File: src/rtl/soundweb_pkg.sv
// Shared Soundweb constants: framing bytes, transaction result codes and the
// transmit sequencer state encoding. Used by the encoder, the transmit
// sequencer and the receive decoder.
package soundweb_pkg;

    // Framing and control bytes
    localparam logic [7:0] STX = 8'h02;
    localparam logic [7:0] ETX = 8'h03;
    localparam logic [7:0] ACK = 8'h06;
    localparam logic [7:0] NAK = 8'h15;
    localparam logic [7:0] ESC = 8'h1B;

    // Transaction result codes
    localparam logic [1:0] RES_ACK       = 2'b00;
    localparam logic [1:0] RES_NAK       = 2'b01;
    localparam logic [1:0] RES_TIMEOUT   = 2'b10;
    localparam logic [1:0] RES_MALFORMED = 2'b11;

    typedef enum logic [2:0] {
        IDLE,
        CHECK,
        SEND,
        WAIT_ACK,
        DONE
    } sw_state_e;

    // Saturate a transmission count to the 2-bit reporting range
    function automatic logic [1:0] sat_tries(input logic [7:0] tries);
        return (tries > 8'd3) ? 2'd3 : tries[1:0];
    endfunction

endpackage

File: src/rtl/soundweb_ack_timer.sv
// Reply timeout counter. Counts enabled cycles from zero and flags the cycle
// in which the count reaches ACK_TIMEOUT-1; it then holds until cleared.
//   clk, rst_n : clock, synchronous active-low reset
//   clear      : force the count to zero (wins over enable)
//   enable     : advance the count by one this cycle
//   expired_c  : count has reached ACK_TIMEOUT-1 (combinational)
module soundweb_ack_timer #(
    parameter int unsigned ACK_TIMEOUT = 50000
) (
    input  logic clk,
    input  logic rst_n,
    input  logic clear,
    input  logic enable,
    output logic expired_c
);

    localparam int unsigned TW = (ACK_TIMEOUT > 1) ? $clog2(ACK_TIMEOUT) : 1;

    logic [TW-1:0] count_q;

    assign expired_c = (count_q == TW'(ACK_TIMEOUT - 1));

    // Stop at the terminal value so the counter never wraps
    always_ff @(posedge clk) begin
        if (!rst_n) begin
            count_q <= '0;
        end else if (clear) begin
            count_q <= '0;
        end else if (enable && !expired_c) begin
            count_q <= count_q + TW'(1);
        end
    end

endmodule

File: src/rtl/soundweb_tx_sequencer.sv
// Soundweb transmit sequencer. Latches one escaped frame from the encoder,
// streams it to the UART transmitter byte by byte until the first ETX after
// byte 0, then waits for ACK/NAK, resending on NAK or timeout.
//   clk, rst_n        : clock, synchronous active-low reset
//   packet_in, start  : frame bytes (byte k at [8k+7:8k]) and latch request
//   busy, done        : transaction in progress / one-cycle completion pulse
//   result, tries_used: outcome code and transmission count, valid with done
//   tx_data, tx_valid, tx_ready : byte stream to the UART transmitter
//   rx_data, rx_valid : reply bytes from the UART receiver
module soundweb_tx_sequencer
    import soundweb_pkg::*;
#(
    parameter int unsigned PACKET_BYTES = 29,
    parameter int unsigned ACK_TIMEOUT  = 50000,
    parameter int unsigned MAX_TRIES    = 3,
    parameter int unsigned ACK_ENABLE   = 1
) (
    input  logic                      clk,
    input  logic                      rst_n,
    input  logic [8*PACKET_BYTES-1:0] packet_in,
    input  logic                      start,
    output logic                      busy,
    output logic                      done,
    output logic [1:0]                result,
    output logic [1:0]                tries_used,
    output logic [7:0]                tx_data,
    output logic                      tx_valid,
    input  logic                      tx_ready,
    input  logic [7:0]                rx_data,
    input  logic                      rx_valid
);

    localparam int unsigned IW  = (PACKET_BYTES > 1) ? $clog2(PACKET_BYTES) : 1;
    localparam int unsigned TRW = $clog2(MAX_TRIES + 1);
    localparam logic [IW-1:0]  LAST_IDX  = IW'(PACKET_BYTES - 1);
    localparam logic [TRW-1:0] TRIES_MAX = TRW'(MAX_TRIES);

    sw_state_e      state_q;
    logic [7:0]     pkt_buf_q [PACKET_BYTES];
    logic [IW-1:0]  index_q;
    logic [IW-1:0]  index_next_c;
    logic [TRW-1:0] tries_q;
    logic           timer_clear_c;
    logic           timer_en_c;
    logic           timer_expired_c;
    logic           rx_ack_c;
    logic           rx_nak_c;

    assign index_next_c  = index_q + IW'(1);
    assign timer_clear_c = (state_q != WAIT_ACK);
    assign timer_en_c    = (state_q == WAIT_ACK);
    assign rx_ack_c      = rx_valid && (rx_data == ACK);
    assign rx_nak_c      = rx_valid && (rx_data == NAK);

    // Reply timeout; held cleared outside WAIT_ACK so every wait starts at zero
    soundweb_ack_timer #(
        .ACK_TIMEOUT (ACK_TIMEOUT)
    ) u_ack_timer (
        .clk       (clk),
        .rst_n     (rst_n),
        .clear     (timer_clear_c),
        .enable    (timer_en_c),
        .expired_c (timer_expired_c)
    );

    // Frame buffer: loaded only on an accepted start, never reset
    always_ff @(posedge clk) begin
        if (state_q == IDLE && start) begin
            for (int k = 0; k < int'(PACKET_BYTES); k++) begin
                pkt_buf_q[k] <= packet_in[8*k +: 8];
            end
        end
    end

    // Transaction sequencer with registered outputs
    always_ff @(posedge clk) begin
        if (!rst_n) begin
            state_q    <= IDLE;
            busy       <= 1'b0;
            done       <= 1'b0;
            tx_valid   <= 1'b0;
            tx_data    <= '0;
            result     <= RES_ACK;
            tries_used <= '0;
            index_q    <= '0;
            tries_q    <= '0;
        end else begin
            done <= 1'b0;
            case (state_q)
                IDLE: begin
                    if (start) begin
                        busy       <= 1'b1;
                        tries_q    <= TRW'(1);
                        index_q    <= '0;
                        result     <= RES_ACK;
                        tries_used <= '0;
                        state_q    <= CHECK;
                    end
                end

                CHECK: begin
                    if (pkt_buf_q[0] != STX) begin
                        tries_q    <= '0;
                        done       <= 1'b1;
                        result     <= RES_MALFORMED;
                        tries_used <= 2'd0;
                        state_q    <= DONE;
                    end else begin
                        tx_valid <= 1'b1;
                        tx_data  <= pkt_buf_q[0];
                        state_q  <= SEND;
                    end
                end

                // tx_valid is always high here, so tx_ready alone marks a transfer.
                // Body 0x03 bytes arrive escaped, so the first raw ETX past byte 0 ends the frame.
                SEND: begin
                    if (tx_ready) begin
                        if (tx_data == ETX && index_q != '0) begin
                            tx_valid <= 1'b0;
                            if (ACK_ENABLE != 0) begin
                                state_q <= WAIT_ACK;
                            end else begin
                                done       <= 1'b1;
                                result     <= RES_ACK;
                                tries_used <= sat_tries(8'(tries_q));
                                state_q    <= DONE;
                            end
                        end else if (index_q == LAST_IDX) begin
                            tx_valid   <= 1'b0;
                            done       <= 1'b1;
                            result     <= RES_MALFORMED;
                            tries_used <= sat_tries(8'(tries_q));
                            state_q    <= DONE;
                        end else begin
                            index_q <= index_next_c;
                            tx_data <= pkt_buf_q[index_next_c];
                        end
                    end
                end

                // ACK beats an expiring timer; NAK and expiry share the retry path
                WAIT_ACK: begin
                    if (rx_ack_c) begin
                        done       <= 1'b1;
                        result     <= RES_ACK;
                        tries_used <= sat_tries(8'(tries_q));
                        state_q    <= DONE;
                    end else if (rx_nak_c || timer_expired_c) begin
                        if (tries_q < TRIES_MAX) begin
                            tries_q  <= tries_q + TRW'(1);
                            index_q  <= '0;
                            tx_valid <= 1'b1;
                            tx_data  <= pkt_buf_q[0];
                            state_q  <= SEND;
                        end else begin
                            done       <= 1'b1;
                            result     <= rx_nak_c ? RES_NAK : RES_TIMEOUT;
                            tries_used <= sat_tries(8'(tries_q));
                            state_q    <= DONE;
                        end
                    end
                end

                DONE: begin
                    busy    <= 1'b0;
                    state_q <= IDLE;
                end

                default: begin
                    state_q <= IDLE;
                end
            endcase
        end
    end

endmodule

File: config.mk
export PLATFORM = sky130hd
export DESIGN_NAME = soundweb_tx_sequencer
export DESIGN_NICKNAME = d
export VERILOG_FILES = /design/src/rtl/soundweb_pkg.sv /design/src/rtl/soundweb_ack_timer.sv /design/src/rtl/soundweb_tx_sequencer.sv
export SDC_FILE = /design/constraint.sdc
export NUM_CORES = 1
export LEC_CHECK = 0
export CORE_MARGIN = 2
export CORE_UTILIZATION = 45
export CTS_CLUSTER_SIZE = 40
export DETAILED_ROUTE_END_ITERATION = 12
export PLACE_DENSITY = 0.72
export SLEW_MARGIN = 20
export SYNTH_ARGS = -nofsm -noshare
export SYNTH_HDL_FRONTEND = slang
export SYNTH_SLANG_ARGS = --single-unit
File: constraint.sdc
create_clock -name clk -period 19.75 [get_ports clk]
set_clock_uncertainty 0.1 [all_clocks]
set_input_delay 1.975 -clock clk [delete_from_list [all_inputs] [get_ports clk]]
set_output_delay 1.975 -clock clk [all_outputs]
set_load 0.005 [all_outputs]
==> results.cfg, run 1 <==
[status]
outcome = completed

[critical_path]
cp.required_ns = 19.79
critPathKind = in -> reg
crit_slowest_cell = buf_4
r2r_slack_ns = 16.27
crit_start = start
crit_path_max_incr_delay_ns = 0.90
reg2reg_from = index_q[0]
crit_top_cell = buf_4
cp-end-kind = register
path_max_fanout = 87
cp-endpoint = pkt_buf_q[8][6]
cp.arrival_ns = 4.40
worstSetupStartpointType = primary input
r2r-end = tx_data[2]
r2r_cells = 7
path_cells = clkdlybuf4s50_1, nand2_1, nor3_2, buf_4, buf_4

[yosys]
yosys.cell_count.top_type = edfxtp_1
syn-cell-area_um2 = 11100
ys_seq_area_share_pct = 70.2
synth_edf_count = 232
netlist.area_leader.share_pct = 62.8
synth_seq_cells = 273
yosysUniqueCellTypes = 58
yosys_warnings = 0
synth_commonest_cells = 232 x edfxtp_1, 56 x mux4_2, 49 x nand2_1, 41 x dfxtp_1, 33 x mux2i_1
ys.flop_type = edfxtp_1
synth_largest_area_cell = edfxtp_1
syn_area_per_cell_um2 = 17.0
postSynthCellCount = 652
synth_fp_nets = 901
synthTopCellsByArea = edfxtp_1 63%, mux4_2 11%, dfxtp_1 7.4%
async_flop_share_pct = 0

[sta]
setup_ws_ns = 15.39
setup_tns_ns = 0
worstMarginPinSlew_ns = 1.08
rsz0062_at_grt = false
finalCriticalPeriod_ns = 4.36
fin_crit_sh_pct = 22.1
slew_viol_final = 0
setup_viol_count_final = 0
fmax_mhz = 229
hold_viol = 0
maxSlewHeadroom_pct = 27.8

[clocking]
cts_made_buffers = 28
cts_sinks = 273
cts_buffer_depth = 3
postCtsSetupRepairBufs = 0
root_buffer = clkbuf_16
cts_resized = 0
clock_latency_ns = 0.53
path_clk_slew_ns = 0.06
postCtsHoldBufs = 0
cts-htree-levels = 1
cts_tree = built

[die]
core_region_area_um2 = 24200
fp.dieW_um = 161
io_pins = 260
die_h_um = 161
dieArea_um2 = 25900
initial_core_util_pct = 45.8
rows = 57

[finish]
fin_nets = 1164
layout-drive-gt1-share_pct = 12.4
fin_util_pct = 61.4
multi_input_area_um2 = 3170
regArea_um2 = 7790
syn2layout_area_growth_pct = 34.2
antenna_cells_inserted = 0
final_cells = 1255
fillers = 1847

[grt]
grt_antenna_before_repair = 0
grt_pass1_wl_um = 38900
grt_util_all_layers_pct = 19.9
grt.overflow.total = 0
grt_max_degree = 91
grt_pass1_vias = 7038

[routing]
vias = 6754
drtIter0Drc = 432
drtPass1Iterations = 5
totalWireLength_um = 25900
drcViolationCount = 0
wire_per_inst_um = 20.6
viasPerCell = 5.38
ant_nets = 0

[job]
cap_violations = 0

[power]
p_per_area_nw_per_um2 = 92.0
p_leak_nw = 4.92
power.total_mw = 1.37
ir_drop_mv = 0.0693

[placed_design]
dp_hpwl_um = 18600
gp_congestion = 0.820
dp.cells = 1209
pre_cts_ws_ns = 14.81
port-buffer-count = 259

[hold_path]
hp-class = reg -> reg
[power breakdown]
group	total (mW)	switching (mW)	internal, mW	leakage (nW)
registers	0.708	0.0188	0.689	2.54
clock network	0.497	0.206	0.291	0.408
logic	0.164	0.0739	0.0903	1.97
[logic make-up (layout without fill, tap and decap cells)]
kind of cell    after synthesis  after routing  share of synthesized area [%]
fa+ha+maj                     4              4                          0.451
buf+inv                      40            319                           1.79
compound gates               78             78                           4.60
simple gates                152            152                           7.30
flops                       273            273                           70.2
xor+xnor                     16             16                           1.33
mux                          89             89                           14.3
[layout by cell type, fill, tap and decap left out, types with 3 or more instances in the layout]
cell type	netlist	layout
clkbuf_1	15	7
xnor2_1	7	5
nor3_1	13	12
nand2b_1	3	3
o22ai_1	6	6
nor2b_1	5	5
nor4b_1	3	3
nand2_1	49	49
ha_1	4	3
mux2i_1	33	33
clkdlybuf4s50_1	0	259
clkbuf_16	0	29
nor4_1	3	3
mux4_2	56	56
edfxtp_1	232	232
buf_4	2	4
nor2_1	29	29
or3_1	3	3
nand4_1	9	9
a21oi_1	24	24
xor2_1	8	7
dfxtp_1	41	40
inv_1	9	9
a31oi_1	6	6
nand3_1	13	13
o21ai_0	18	18
clkinv_1	0	4
and4_1	4	4
a2111oi_0	7	7
[area by class of cell]
cell class	instances	area share, %
Sequential cell	273	52.3
Multi-Input combinational cell	339	21.3
Timing Repair Buffer	264	17.7
Clock buffer	36	5.05
Tap cell	324	2.72
Clock inverter	10	0.672
Inverter	9	0.227
[critical path: cells and delay by family]
| family | cells | cell delay (ns) |
|---|---|---|
| buf+inv | 3 | 2.08 |
| simple gates | 2 | 0.21 |
[how the worst min path moves through the flow]
stage	from	endpoint	slack (ns)	cells past startpoint
global placement	tries_used[0]	tries_used[0]	0.35	2
global route	tries_used[1]	tries_used[1]	0.39	2
CTS	tries_used[0]	tries_used[0]	0.36	2
floorplan	result[0]	result[0]	0.35	2
finish	tries_used[0]	tries_used[0]	0.36	2
detailed placement	tries_used[0]	tries_used[0]	0.35	2
[layer usage]
| metal | global-route usage (%) | up-vias | wire length, µm |
|---|---|---|---|
| li1 | - | 3127 | - |
| met1 | 25.6 | 3345 | 10600 |
| met2 | 34.9 | 241 | 13200 |
| met3 | 3.72 | 41 | 1510 |
| met4 | 5.32 | 0 | 613 |
| met5 | 0 | - | 0 |
[through the flow]
step | instance area [µm²] | hold WS, ns
floorplan | 11100 | 0.351
global placement | 14000 | 0.349
detailed placement | 14000 | 0.351
CTS | 14900 | 0.360
global route | 14900 | 0.389
finish | 14900 | 0.356
[registers in the layout (all words and copies together), names as in the netlist]
register,flops
tx_valid,1
tries_q,2
pkt_buf_q,232
tx_data,8
done,1
tries_used,2
busy,1
state_q,3
u_ack_timer.count_q,16
index_q,5
result,2
Power figures use the tool's default switching activity.
==> inputs of run 2 (changes only) <==
==> constraint.sdc (replaced) <==
create_clock -name clk -period 3.5 [get_ports clk]
set_clock_uncertainty 0.1 [all_clocks]
set_input_delay 0.35 -clock clk [delete_from_list [all_inputs] [get_ports clk]]
set_output_delay 0.35 -clock clk [all_outputs]
set_load 0.005 [all_outputs]
==> run 2 against run 1 <==
  * Sequential share of layout area shrank 0.44 points
  * Die area is the same
  * Register-to-register slack lost 16 ns
  * Total power grew to 5.7 times the previous value
  * Critical path type is now reg -> reg
  * Critical endpoint is now tx_data[2]
==> results.cfg, run 2 (same netlist as run 1, synthesis figures left out) <==
[placed_design]
dp_hpwl_um = 19100
port-buffer-count = 259
gp_congestion = 0.816
pre_cts_ws_ns = 0.575
placed_cell_area_um2 = 14100

[finish]
fin_nets = 1176
antenna_cells_inserted = 0
final_common_cell = clkdlybuf4s50_1
reg.largest.list = pkt_buf_q x232, u_ack_timer.count_q x16, tx_data x8
fillers = 1823
layout-drive-gt1-share_pct = 13.9
largest-register = pkt_buf_q
final_cell_mix = 259 x clkdlybuf4s50_1, 232 x edfxtp_1, 56 x mux4_2, 48 x nand2_1, 39 x dfxtp_1
largest_reg_flops = 232
syn2layout_area_growth_pct = 35.3
final_cell_area_um2 = 15000

[routing]
wire_per_inst_um = 20.2
viasPerCell = 5.28
totalWireLength_um = 25700
ant_nets = 0
vias = 6713
drtIter0Drc = 482
drtPass1Iterations = 5
drcViolationCount = 0

[sta]
hold_viol = 0
fmax_mhz = 346
fin_crit_sh_pct = 82.6
rsz0062_at_grt = false
worstMarginPinSlew_ns = 0.916
maxSlewHeadroom_pct = 38.1
slew_viol_final = 0
finalCriticalPeriod_ns = 2.89
setup_ws_ns = 0.610
hold-worst-slack_ns = 0.259
setup_viol_count_final = 0

[clocking]
clock_latency_ns = 0.54
postCtsHoldBufs = 0
cts-htree-levels = 1
cts_buffer_depth = 3
cts_tree = built
cts_made_buffers = 29
root_buffer = clkbuf_16
cts_resized = 0
cts_sinks = 273
postCtsSetupRepairBufs = 0
path_clk_slew_ns = 0.06

[status]
outcome = completed

[job]
cap_violations = 0

[die]
rows = 57
fp.dieW_um = 161
core_region_area_um2 = 24200
die_h_um = 161
dieArea_um2 = 25900
initial_core_util_pct = 45.8
io_pins = 260

[critical_path]
cp.required_ns = 3.80
cp-end-kind = register
r2r_slack_ns = 0.61
cp.arrival_ns = 3.19
critPathKind = reg -> reg
path_max_fanout = 32
worstSetupStartpointType = register

[grt]
grt_antenna_before_repair = 1
grt_pass1_wl_um = 38700
grt.overflow.total = 0
grt_util_all_layers_pct = 19.7
grt_pass1_vias = 6954
grt_max_degree = 75

[power]
p_per_area_nw_per_um2 = 519
power.total_mw = 7.80
ir_drop_mv = 0.505
p_leak_nw = 5.00

[hold_path]
hp-class = in -> reg
run 2: cell types whose count changed in the layout (fill, tap and decap cells not counted), sizes merged:
cell	change
buf	+11
inv	+1
clkbuf	-3
clkinv	+9
clkinvlp	-2
run 2: report_power, final:
group	internal (mW)	switching (mW)
clock	1.65	1.19
sequential	3.89	0.103
combinational	0.532	0.441
run 2: routing by layer:
metal  up-vias  share of wire (%)  GRT usage [%]  wire length [µm]
met5         -              0.051              0                13
met4         2                2.0           5.15               525
met3        36                6.9           4.37              1760
met2       242                 52           35.0             13400
met1      3283                 39           24.5              9970
li1       3150                  -              -                 -
run 2: final timing paths:
path / startpoint / to / cells after the start
max: index_q[0] / tx_data[2] / 7
min: packet_in[191] / pkt_buf_q[23][7] / 1
max reg2reg: index_q[0] / tx_data[2] / 7
min reg2reg: result[0] / result[0] / 2
run 2: layout make-up:
class                      instances  area, µm²  share of cell area (%)
sequential                       273       7790                    51.9
multi-input combinational        339       3140                    20.9
timing repair buffer             275       2760                    18.4
clock buffer                      33        741                    4.93
tap                              324        405                    2.70
clock inverter                    18        139                   0.925
inverter                           9       33.8                   0.225
run 2: worst max-delay path: stages, from the launching register on:
cell	delay [ns]
dfxtp_4	0.36
buf_4	0.49
nand3_2	0.31
xnor2_1	0.57
mux2i_1	0.31
nor4_1	0.07
a2111oi_0	0.40
a31oi_1	0.13
run 2: stage by stage:
stage,util (%),cells,setup TNS [ns]
3_3_place_gp,58.3,1220,0
3_5_place_dp,58.3,1220,0
6_report,61.9,1271,0
4_1_cts,61.9,1271,0
5_1_grt,61.9,1271,0
2_1_floorplan,-,652,-705.24
